[config.mk]
export PLATFORM = sky130hd
export DESIGN_NAME = controle_bomba_nivel
export DESIGN_NICKNAME = d
export VERILOG_FILES = /design/src/rtl/pkg_irrigacao.sv /design/src/rtl/controle_bomba_nivel_debounce_sensor.sv /design/src/rtl/controle_bomba_nivel.sv
export SDC_FILE = /design/constraint.sdc
export NUM_CORES = 1
export LEC_CHECK = 0
export CORE_MARGIN = 2
export CORE_UTILIZATION = 34
export DETAILED_ROUTE_END_ITERATION = 10
export PLACE_DENSITY = 0.55
export RECOVER_POWER = 100
export SLEW_MARGIN = 20
export SYNTH_ARGS = -nofsm -noshare
export SYNTH_HDL_FRONTEND = slang
export SYNTH_SLANG_ARGS = --single-unit
[constraint.sdc]
create_clock -name clk -period 1.72 [get_ports clk]
set_clock_uncertainty 0.2 [all_clocks]
set_input_delay 0.344 -clock clk [delete_from_list [all_inputs] [get_ports clk]]
set_output_delay 0.344 -clock clk [all_outputs]
set_load 0.01 [all_outputs]
[src/rtl/pkg_irrigacao.sv]
// Shared types and codes for the reservoir pump controller.
package pkg_irrigacao;

   typedef enum logic [1:0] {
      DESLIGADA = 2'd0,
      LIGADA    = 2'd1,
      ERRO      = 2'd2
   } estado_t;

   localparam logic [1:0] VAZIO = 2'b00;
   localparam logic [1:0] BAIXO = 2'b01;
   localparam logic [1:0] MEDIO = 2'b10;
   localparam logic [1:0] ALTO  = 2'b11;

   localparam logic [1:0] ERRO_NENHUM     = 2'b00;
   localparam logic [1:0] ERRO_INCOERENTE = 2'b01;
   localparam logic [1:0] ERRO_TIMEOUT    = 2'b10;

   // Level code from filtered floats, evaluated bottom-up.
   function automatic logic [1:0] decodifica_nivel(input logic a, input logic m, input logic b);
      logic [1:0] cod;
      if (!b)      cod = VAZIO;
      else if (!m) cod = BAIXO;
      else if (!a) cod = MEDIO;
      else         cod = ALTO;
      return cod;
   endfunction

endpackage

[src/rtl/controle_bomba_nivel_debounce_sensor.sv]
// Float sensor debouncer with a sticky "qualified" flag.
module debounce_sensor #(
   parameter int DEB_CYCLES = 4
) (
   input  logic clk,
   input  logic rst,
   input  logic raw,
   output logic filt,
   output logic qualified
);

   localparam int W = $clog2(DEB_CYCLES) + 1;
   localparam logic [W-1:0] LIMITE = W'(DEB_CYCLES - 1);

   logic [W-1:0] cnt_dif;
   logic [W-1:0] cnt_est;

   // Disagreement counter accepts a change; agreement counter qualifies a steady sensor.
   always_ff @(posedge clk) begin
      if (rst) begin
         filt      <= 1'b0;
         qualified <= 1'b0;
         cnt_dif   <= '0;
         cnt_est   <= '0;
      end else if (raw != filt) begin
         cnt_est <= '0;
         if (cnt_dif == LIMITE) begin
            filt      <= raw;
            cnt_dif   <= '0;
            qualified <= 1'b1;
         end else begin
            cnt_dif <= cnt_dif + 1'b1;
         end
      end else begin
         cnt_dif <= '0;
         if (cnt_est == LIMITE) qualified <= 1'b1;
         else                   cnt_est   <= cnt_est + 1'b1;
      end
   end

endmodule

[src/rtl/controle_bomba_nivel.sv]
// Reservoir pump sequencer: debounced floats, coherence check, pump FSM with timers.
//
// state     | meaning
// DESLIGADA | pump off, waiting for low level and off-time
// LIGADA    | pump on, filling towards the high float
// ERRO      | pump locked off until acknowledged with coherent sensors
module controle_bomba_nivel
   import pkg_irrigacao::*;
#(
   parameter int DEB_CYCLES = 4,
   parameter int MIN_ON     = 16,
   parameter int MIN_OFF    = 16,
   parameter int TIMEOUT    = 1024
) (
   input  logic       clk,
   input  logic       rst,
   input  logic       sensor_a,
   input  logic       sensor_m,
   input  logic       sensor_b,
   input  logic       enable,
   input  logic       limpa_erro,
   output logic       bomba,
   output logic [1:0] nivel,
   output logic       nivel_valido,
   output logic       erro,
   output logic [1:0] erro_cod
);

   localparam int ON_W  = $clog2(TIMEOUT) + 1;
   localparam int OFF_W = $clog2(MIN_OFF) + 1;
   localparam logic [ON_W-1:0]  ON_MIN  = ON_W'(MIN_ON);
   localparam logic [ON_W-1:0]  ON_MAX  = ON_W'(TIMEOUT);
   // Timeout fires on the edge where the on-timer reaches TIMEOUT.
   localparam logic [ON_W-1:0]  ON_LIM  = ON_W'(TIMEOUT - 1);
   localparam logic [OFF_W-1:0] OFF_MIN = OFF_W'(MIN_OFF);

   logic fa, fm, fb;
   logic qa, qm, qb;
   logic incoerente;

   estado_t          estado, estado_prox;
   logic [1:0]       cod_prox;
   logic [ON_W-1:0]  on_timer;
   logic [OFF_W-1:0] off_timer;

   debounce_sensor #(.DEB_CYCLES(DEB_CYCLES)) u_deb_a (.clk(clk), .rst(rst), .raw(sensor_a), .filt(fa), .qualified(qa));
   debounce_sensor #(.DEB_CYCLES(DEB_CYCLES)) u_deb_m (.clk(clk), .rst(rst), .raw(sensor_m), .filt(fm), .qualified(qm));
   debounce_sensor #(.DEB_CYCLES(DEB_CYCLES)) u_deb_b (.clk(clk), .rst(rst), .raw(sensor_b), .filt(fb), .qualified(qb));

   // Qualified flags are sticky, so their AND holds until reset.
   assign nivel_valido = qa & qm & qb;
   assign incoerente   = nivel_valido & ((fa & ~fm) | (fm & ~fb));

   // State register.
   always_ff @(posedge clk) begin
      if (rst) estado <= DESLIGADA;
      else     estado <= estado_prox;
   end

   // Next state and error cause; incoherence outranks every other transition.
   always_comb begin
      estado_prox = estado;
      cod_prox    = erro_cod;
      case (estado)
         DESLIGADA: begin
            if (incoerente) begin
               estado_prox = ERRO;
               cod_prox    = ERRO_INCOERENTE;
            end else if (enable && nivel_valido && !fb && off_timer >= OFF_MIN) begin
               estado_prox = LIGADA;
            end
         end
         LIGADA: begin
            if (incoerente) begin
               estado_prox = ERRO;
               cod_prox    = ERRO_INCOERENTE;
            end else if (!enable) begin
               estado_prox = DESLIGADA;
            end else if (fa && on_timer >= ON_MIN) begin
               estado_prox = DESLIGADA;
            end else if (!fa && on_timer >= ON_LIM) begin
               estado_prox = ERRO;
               cod_prox    = ERRO_TIMEOUT;
            end
         end
         ERRO: begin
            if (limpa_erro && !incoerente) begin
               estado_prox = DESLIGADA;
               cod_prox    = ERRO_NENHUM;
            end
         end
         default: begin
            estado_prox = DESLIGADA;
            cod_prox    = ERRO_NENHUM;
         end
      endcase
   end

   // Registered outputs follow the next state so they line up with the state register.
   always_ff @(posedge clk) begin
      if (rst) begin
         bomba    <= 1'b0;
         erro     <= 1'b0;
         erro_cod <= ERRO_NENHUM;
         nivel    <= VAZIO;
      end else begin
         bomba    <= (estado_prox == LIGADA);
         erro     <= (estado_prox == ERRO);
         erro_cod <= cod_prox;
         nivel    <= decodifica_nivel(fa, fm, fb);
      end
   end

   // On/off timers: cleared on state entry, saturating; off-timer starts satisfied.
   always_ff @(posedge clk) begin
      if (rst) begin
         on_timer  <= '0;
         off_timer <= OFF_MIN;
      end else begin
         if (estado_prox == LIGADA && estado != LIGADA)
            on_timer <= '0;
         else if (estado == LIGADA && on_timer < ON_MAX)
            on_timer <= on_timer + 1'b1;

         if (estado_prox != LIGADA && estado_prox != estado)
            off_timer <= '0;
         else if (estado != LIGADA && off_timer < OFF_MIN)
            off_timer <= off_timer + 1'b1;
      end
   end

endmodule

# After elaboration in Yosys (flattened, before gate mapping)
# Index checks and enable logic that the tools add are counted.
totals:
  regBits: 48
  out_inout_bits: 7
  elab_cells: 132
classes:
  add_sub_neg: 8
  n_lt_le_gt_ge: 5
  n_eq_ne: 24
  muxes: 28
  bitwise_logic: 11
  n_reduce_logical: 35
op_table:
  columns: ["op", "n"]
  rows:
  - ["2-bit two-way mux", 13]
  - ["3-bit by 1-bit adder with 3-bit output, second input constant", 6]
  - ["3-bit by 2-bit == test with 1-bit output, second input constant", 6]
  - ["2-bit one-hot mux with 3 select lines", 2]
  - ["2-bit AND reduction", 6]
  - ["2-bit OR reduction", 6]
  - ["3-bit OR reduction", 4]
  - ["11-bit by 1-bit adder with 11-bit output, second input constant", 1]
  - ["11-bit by 10-bit greater-or-equal comparator with 1-bit output, second input constant", 1]
  - ["11-bit by 5-bit greater-or-equal comparator with 1-bit output, second input constant", 1]
  - ["11-bit < comparator, second input constant", 1]
  - ["1-bit two-way mux", 11]
  - ["1-bit logical AND", 10]
  - ["5-bit two-way mux", 2]
  - ["2-bit inequality test, second input constant", 5]
  - ["3-bit inequality test, second input constant", 3]
  - ["2-bit nonzero test", 4]
  - ["5-bit by 1-bit adder with 5-bit output, second input constant", 1]
  - ["1-bit bitwise AND", 5]
  - ["5-bit greater-or-equal comparator, second input constant", 1]
  - ["5-bit < comparator, second input constant", 1]
  - ["1-bit NOT", 5]
  - ["5-bit AND reduction", 1]
  - ["2-bit by 1-bit == test with 1-bit output, second input constant", 2]
  - ["7 further kinds", 13]

# Logic depth before layout (Yosys ltp)
# Gate-level depths: netlist (run 1).
logic_depth:
  word_depth: 11
  mapped_depth: 7
  ltp_nobuf: 6

# Modules after synthesis
# Synthesis (run 1) repeated with hierarchy kept, for this count alone.
unflattened:
  cells_unflattened: 234
  area_unflattened_um2: 2209.6
by_module_without_submodules:
  columns: ["mod", "n_inst", "cells_per_inst", "area_per_inst_um2"]
  rows:
  - ["controle_bomba_nivel", 1, 132, 1151.1]
  - ["debounce_sensor", 3, 34, 352.8]

# Worst setup path before layout (run 1)
# No wires, ideal clock.
synth_path:
  path_kind: "reg2reg"
  start: "register on_timer[0]"
  end: "register on_timer[0]"
  setup_ns: 0.134
  arrival_ns: 1.540
  slack_ns: -0.154
  stages_incl_launch_ff: 8
  path_buffers: 1
  synth_period_minus_slack_ns: 1.874
  cell_sequence: "dfxtp_1 -> ha_1 -> a21oi_1 -> nor3_2 -> a211oi_1 -> a22o_1 -> buf_2 -> a211oi_1"
synth_via:
  elab_chain_cells: 10
  word_cells_on_any_way: 15
  classes_between: "add/sub (1); order compare (3); eq/ne (1); mux (5); reduce/logical (5)"
synth_rtl:
  columns: ["element", "line_no", "source"]
  rows:
  - ["start: declaration", "controle_bomba_nivel.sv:43", "logic [ON_W-1:0] on_timer;"]
  - ["start signal: assignment", "controle_bomba_nivel.sv:123", "on_timer <= on_timer + 1'b1;"]
  - ["11-bit by 10-bit greater-or-equal comparator with 1-bit output", "controle_bomba_nivel.sv:81", "end else if (!fa && on_timer >= ON_LIM) begin"]
  - ["1-bit logical AND", "controle_bomba_nivel.sv:81", null]
  - ["2-bit two-way mux", "controle_bomba_nivel.sv:81", null]
  - ["2-bit two-way mux", "controle_bomba_nivel.sv:79", "end else if (fa && on_timer >= ON_MIN) begin"]
  - ["2-bit two-way mux", "controle_bomba_nivel.sv:77", "end else if (!enable) begin"]
  - ["2-bit two-way mux", "controle_bomba_nivel.sv:74", "if (incoerente) begin"]
  - ["2-bit one-hot mux with 3 select lines", "controle_bomba_nivel.sv:64", "case (estado)"]
  - ["2-bit by 1-bit == test with 1-bit output", "controle_bomba_nivel.sv:120", "if (estado_prox == LIGADA && estado != LIGADA)"]
  - ["1-bit logical AND", "controle_bomba_nivel.sv:120", null]
  - ["2-bit OR reduction (no source line)", null, null]
# Several ways; a longest one is shown, not always the timed one.
# A chain may end at the register's enable or synchronous reset.

# Worst setup path in the final report (run 1)
layout_path:
  start: "register on_timer[0]"
  end: "register off_timer[4]"
layout_via:
  elab_chain_cells: 10
  word_cells_on_any_way: 14
  classes_between: "order compare (2); eq/ne (2); mux (6); reduce/logical (4)"
layout_rtl:
  columns: ["element", "line_no", "source"]
  rows:
  - ["11-bit by 10-bit greater-or-equal comparator with 1-bit output", "controle_bomba_nivel.sv:81", null]
  - ["1-bit logical AND", "controle_bomba_nivel.sv:81", null]
  - ["2-bit two-way mux", "controle_bomba_nivel.sv:81", null]
  - ["2-bit two-way mux *", "controle_bomba_nivel.sv:79", null]
  - ["2-bit two-way mux *", "controle_bomba_nivel.sv:77", null]
  - ["2-bit two-way mux *", "controle_bomba_nivel.sv:74", null]
  - ["2-bit one-hot mux with 3 select lines *", "controle_bomba_nivel.sv:64", null]
  - ["2-bit by 1-bit inequality test with 1-bit output / 2-bit inequality test (equally long branches)", "controle_bomba_nivel.sv:125", "if (estado_prox != LIGADA && estado_prox != estado)"]
  - ["1-bit logical AND *", "controle_bomba_nivel.sv:125", null]
  - ["5-bit two-way mux / 2-bit nonzero test (equally long branches)", null, null]
  - ["end signal: assignment", "controle_bomba_nivel.sv:128", "off_timer <= off_timer + 1'b1;"]
  - ["end: declaration", "controle_bomba_nivel.sv:44", "logic [OFF_W-1:0] off_timer;"]
# Every way passes the cells marked *; elsewhere a longest branch is shown, timed or not.

==> reports/summary.txt, run 1 <==
Post-Synthesis Cells - 237
Initial core utilization - 35.1%
Failing checks - setup timing
Ys async rst share - 0%
Slew Viols, Final - 0
Clock latency at the later pin of the worst-skew pair - 300 ps
Largest area contributor in the netlist - dfxtp_1
Die height - 84.7 um
Max cap viols - 0
Post-Syn Nets - 259
Port-buffer cells - 13
Register area share after synthesis - 43.4%
GR Overflow Total - 0
Final setup fails - 19
CTS buffer count - 5
Top area cells in the synthesized netlist - dfxtp_1 43%, ha_1 8.5%, nor2_1 5.9%
Hold Path Class - flop to flop
DRT Pass-1 Iters - 4
Clock Sinks - 48
Die ar. - 7180 um^2
Avg Inst Size Synth - 9.35 um^2
Initial antenna violation count - 0
Synth top area share - 43.4%
Dpl hpwl - 3.23 mm
Fmax - 536 MHz
R2R depth - 6
Most common cell after layout, fill and taps aside - dfxtp_1
Yosys reg bits - 48
Crit path DAT - 1880 ps
DRC - 0
# rows - 29
Slew @ Worst Pin - 439 ps
Prevailing post-synth register cell - dfxtp_1
Final cell count without fillers - 371
Starting DRT DRC Count - 39
I/O pins - 14
Rel. slew slack - 70.6%
Worst IR drop on VDD - 456 uV
Cells after DPL - 356
Crit path capture type - flop
Worst setup path startpoint - on_timer[0]
Most frequent cells in the layout - 39 x dfxtp_1, 37 x buf_4, 34 x nor2_1
Largest net degree at the start of global routing - 25
CTS Buffer Depth - 2
Area taken by flip-flops and latches - 980 um^2
Crit path kind - flop to flop
Crit path to - off_timer[4]
Routability Congestion - 0.821
P&R area growth vs syn - 39.9%
Cell variety after synth - 41
Total power - 0.00194 W
First-pass GRT wire length - 8.27 mm
Lkg Pwr - 1.20 nW
CTS tree - done
Worst-path clk slew - 80 ps
RSZ-0062 raised after global routing - yes
CTS H-tree depth - 2
CTS root buffer - clkbuf_8
Fraction of layout cells with a size suffix above 1 - 33.0%
Die width - 84.7 um
Nets - 315
Core area - 6310 um^2
R2R Path Start - on_timer[0]
Final-report hold violation count - 0
Critical Path RT - 1740 ps
Hold Path Origin - u_deb_a.cnt_dif[0]
Mapped cell area - 2220 um^2
Final period util - 108%
Final WS setup - -145 ps
Power Dens Cells - 627 nW/um^2
Area of the multi-input gates - 1420 um^2
GRT Total Usage - 14.4%
Worst Path Max Fanout - 5
Via count - 1,830
Hold WS - 223 ps
Reg-to-Reg End - off_timer[4]
Setup crit start kind - flop
Vias in the first global route - 1,811
Filler cell count - 608
Drt via density - 4.93
Final ANT Viol Nets - 0
R2r setup slk - -140 ps
Outcome - finished, violations left
Post-synth EDFFs - 0
YS warnings - 0
Minimum clock period - 1860 ps
Avg WL per Cell - 13.0 um
Total Routed Length - 4.81 mm
# diodes - 0
[what timing repair did]
item,in CTS,in global routing
gates cloned,1,0
setup endpoints to repair,23,22
buffers inserted,5,1
hold buffers,0,0
gates resized for setup,45,11
pin swaps,12,8
[state kept, by name, summed over array words and instances, names as in the netlist, 2 cells and up]
register         cells
nivel                2
u_deb_b.cnt_est      3
estado               2
u_deb_a.cnt_dif      3
on_timer            11
u_deb_m.cnt_est      3
off_timer            5
u_deb_b.cnt_dif      3
erro_cod             2
u_deb_m.cnt_dif      3
u_deb_a.cnt_est      3
[layer usage]
layer / GRT usage [%] / up-vias / wire [um]
met1: 17.5 / 878 / 2220
met3: 2.85 / 4 / 151
met5: 0 / - / 0
met2: 25.2 / 17 / 2370
li1: - / 931 / -
met4: 5.63 / 0 / 65
[power by group]
part | internal [W] | switching [W]
logic | 0.0000515 | 0.0000645
registers | 0.00112 | 0.00000951
clock network | 0.000328 | 0.000366
total | 0.00150 | 0.000440
[worst min path at each step]
| stage | endpoint | slack (ps) | cells after the start |
|---|---|---|---|
| 2_1_floorplan | u_deb_a.cnt_dif[0] | 200 | 1 |
| 3_3_place_gp | u_deb_b.cnt_dif[0] | 210 | 1 |
| 3_5_place_dp | u_deb_a.cnt_dif[0] | 210 | 1 |
| 4_1_cts | u_deb_a.cnt_dif[0] | 220 | 1 |
| 5_1_grt | u_deb_b.cnt_dif[0] | 250 | 1 |
| 6_report | u_deb_a.cnt_dif[0] | 220 | 1 |
[metrics by stage]
stage / setup WS [ps] / TNS [ps] / utilization [%] / cell area, um^2
4_1_cts: -107 / -1290 / 48.5 / 3060
3_3_place_gp: -269 / -5130 / 43.4 / 2740
5_1_grt: -173 / -2490 / 49.1 / 3100
6_report: -145 / -1130 / 49.1 / 3100
2_1_floorplan: -51.1 / -51.1 / - / 2270
3_5_place_dp: -294 / -5360 / 43.4 / 2740
[final cells by class]
cell class,instances,share of cell area [%]
flip-flops and latches,48,31.6
clock inverters,1,0.202
clock buffers,7,2.78
inverters,19,2.30
multi-input cells,165,45.8
well taps,77,3.11
repair buffers,54,14.2
[kinds of logic (layout without fill, tap and decap cells)]
logic type               after synthesis  in the layout  synth area share [%]
buffers and inverters                 25             81                  4.35
AO/OA/AOI/OAI                         40             41                  13.6
AND/OR/NAND/NOR                       81             81                  18.6
flip-flops                            48             48                  43.4
XOR/XNOR                              18             18                  7.11
adder cells (fa/ha/maj)               15             15                  8.47
multiplexers                          10             10                  4.52
[synth_stat cells (2+ instances only)]
cell / instances
dfxtp_1: 48
mux2i_1: 10
nor2_1: 35
inv_1: 19
nand2_1: 10
nor2b_1: 3
buf_2: 2
a2111oi_0: 2
clkbuf_1: 4
nor3_1: 5
xnor2_1: 10
nand3_1: 4
a21oi_1: 12
o31a_1: 2
nand4_1: 5
or3_1: 3
o21ai_0: 2
nand2b_1: 3
ha_1: 15
a211oi_1: 13
xor2_1: 8
and3_1: 3
[worst max-delay path, stage by stage (launching register included)]
cell	delay [ps]
dfxtp_4	370
ha_4	170
a21oi_4	130
nor3_4	80
o211a_1	240
or3_4	420
o31ai_2	170
Note: power is estimated with default switching activity, not from simulation.
==> run 2, diff against run 1 <==
CELL_PAD_IN_SITES_DETAIL_PLACEMENT = 1   (was unset)
CELL_PAD_IN_SITES_GLOBAL_PLACEMENT = 1   (was unset)
PLACE_DENSITY = 0.67   (was 0.55)
==> reports/summary.txt, run 2 (synthesis gave the netlist of run 1 again) <==
Crit path DAT - 1850 ps (-30 ps)
Cells after DPL - 357 (+0.28%)
Clock Sinks - 48 (unchanged)
# rows - 29 (unchanged)
Routability Congestion - 0.784 (-4.6%)
Lkg Pwr - 1.22 nW (+2.0%)
Largest net degree at the start of global routing - 25 (unchanged)
Worst Path Max Fanout - 5 (unchanged)
Core area - 6310 um^2 (unchanged)
Final Cell Area - 3120 um^2 (+0.48%)
Port-buffer cells - 13 (unchanged)
Largest regs - on_timer (11), off_timer (5)
Clock latency at the later pin of the worst-skew pair - 300 ps (about the same)
Crit path capture type - flop
Reg-to-Reg End - off_timer[4]
CTS H-tree depth - 2 (unchanged)
Filler cell count - 722 (+19%)
# diodes - 0 (unchanged)
Metal-1 WL - 2.36 mm (+6.3%)
CTS buffer count - 5 (unchanged)
Outcome - finished, violations left
Final cell count without fillers - 370 (-0.27%)
R2r setup slk - -110 ps (+30 ps)
Nets - 314 (-0.32%)
Worst-path clk slew - 90 ps (about the same)
Total Routed Length - 5.41 mm (+13%)
Area post-placement - 2760 um^2 (+0.73%)
Via count - 1,854 (+1.3%)
Hold Path Class - flop to flop
Register name with the most flops - on_timer
Minimum clock period - 1830 ps (-34.4 ps)
R2R depth - 5 (-1)
Initial antenna violation count - 0 (unchanged)
Die ar. - 7180 um^2 (unchanged)
Hold Path Origin - u_deb_m.cnt_dif[0]
DRC - 0 (unchanged)
Worst IR drop on VDD - 530 uV (+16%)
Die width - 84.7 um (unchanged)
Worst hold endpoint - u_deb_m.cnt_dif[0]
CTS root buffer - clkbuf_8
CTS tree - done
GR Overflow Total - 0 (unchanged)
Dpl hpwl - 3.83 mm (+19%)
Max cap viols - 0 (unchanged)
CTS Buffer Depth - 2 (unchanged)
Vias in the first global route - 1,926 (+6.4%)
Pre-CTS WS - -304 ps (-10.2 ps)
I/O pins - 14 (unchanged)
Final-report hold violation count - 0 (unchanged)
Initial core utilization - 35.1% (unchanged)
Avg WL per Cell - 14.6 um (+13%)
Setup crit start kind - flop
Final WS setup - -111 ps (+34.4 ps)
Final setup fails - 22 (+3)
Area of the multi-input gates - 1400 um^2 (-1.7%)
DRT Pass-1 Iters - 4 (unchanged)
Final ANT Viol Nets - 0 (unchanged)
Total power - 0.00211 W (+8.7%)
Slew Viols, Final - 0 (unchanged)
Die height - 84.7 um (unchanged)
DR WL met3 - 143 um (-5.3%)
Finished Core Util - 49.3% (+0.24 points)
Starting DRT DRC Count - 40 (+2.6%)
Area taken by flip-flops and latches - 983 um^2 (+0.38%)
Power Dens Cells - 678 nW/um^2 (+8.2%)
Failing checks - setup timing
First-pass GRT wire length - 9.00 mm (+8.9%)
R2R Path Start - u_deb_m.filt
Max layer used - met4
Critical Path RT - 1740 ps (about the same)
P&R area growth vs syn - 40.6%
Slew @ Worst Pin - 444 ps (+4.21 ps)
Met2 Routed Length - 2.86 mm (+21%)
Drt via density - 5.01 (+1.6%)
Fraction of layout cells with a size suffix above 1 - 34.5% (+1.5 points)
Max reg flops - 11 (unchanged)
Hold path cells - 1 (unchanged)
GRT Total Usage - 15.8% (+1.3 points)
Rel. slew slack - 70.3% (-0.28 points)
RSZ-0062 raised after global routing - yes
Fmax - 546 MHz (+1.9%)
Final period util - 106% (-2.0 points)
Crit path kind - flop to flop
Most frequent cells in the layout - 36 x dfxtp_1, 36 x buf_4, 33 x nor2_1
[run 2: per-stage QoR]
stage / setup TNS [ps] / hold WS, ps
finish: -1140 / 227
global route: -2800 / 241
CTS: -1110 / 229
detailed placement: -5630 / 217
global placement: -4940 / 209
floorplan: -51.1 / 199
[run 2: area by class of cell]
type	instances	area share, %
tap	77	3.09
clock buffer	6	2.65
clock inverter	2	1.24
inverter	19	2.29
timing repair buffer	53	14.3
sequential	48	31.6
multi-input combinational	165	44.9
[run 2: worst max path at each step]
stage | start | endpoint | slack, ps | cells after the start
2_1_floorplan | on_timer[0] | off_timer[4] | -50 | 6
3_3_place_gp | enable | off_timer[4] | -260 | 5
3_5_place_dp | enable | off_timer[4] | -300 | 5
4_1_cts | on_timer[0] | off_timer[4] | -130 | 6
5_1_grt | u_deb_m.filt | off_timer[4] | -190 | 5
6_report | u_deb_m.filt | off_timer[4] | -110 | 5
[run 2: critical path, cell delays in order, from the launching register on]
cell	delay, ps
dfxtp_4	380
nand2b_4	170
a2111oi_4	330
nor2_2	70
or3_4	430
o31ai_2	170
[run 2: power by group]
part / total (W) / switching [W] / leakage, nW / internal (W)
Sequential: 0.00113 / 0.0000102 / 0.396 / 0.00112
Clock: 0.000861 / 0.000385 / 0.0614 / 0.000476
Combinational: 0.000117 / 0.0000655 / 0.764 / 0.0000518
Total: 0.00211 / 0.000461 / 1.22 / 0.00165
[run 2: metal layers]
layer / GRT usage, % / vias to the layer above
li1: - / 926
met1: 18.7 / 905
met2: 28.5 / 19
met3: 3.34 / 4
met4: 4.76 / 0
met5: 0 / -
[run 2: what timing repair did]
item | 4_1_cts | 5_1_grt
gates cloned | 0 | 1
setup buffers | 2 | 3
pin swaps | 6 | 10
hold endpoints to repair | 0 | 0
setup endpoints to repair | 25 | 24
resized for setup | 29 | 31
hold buffers | 0 | 0
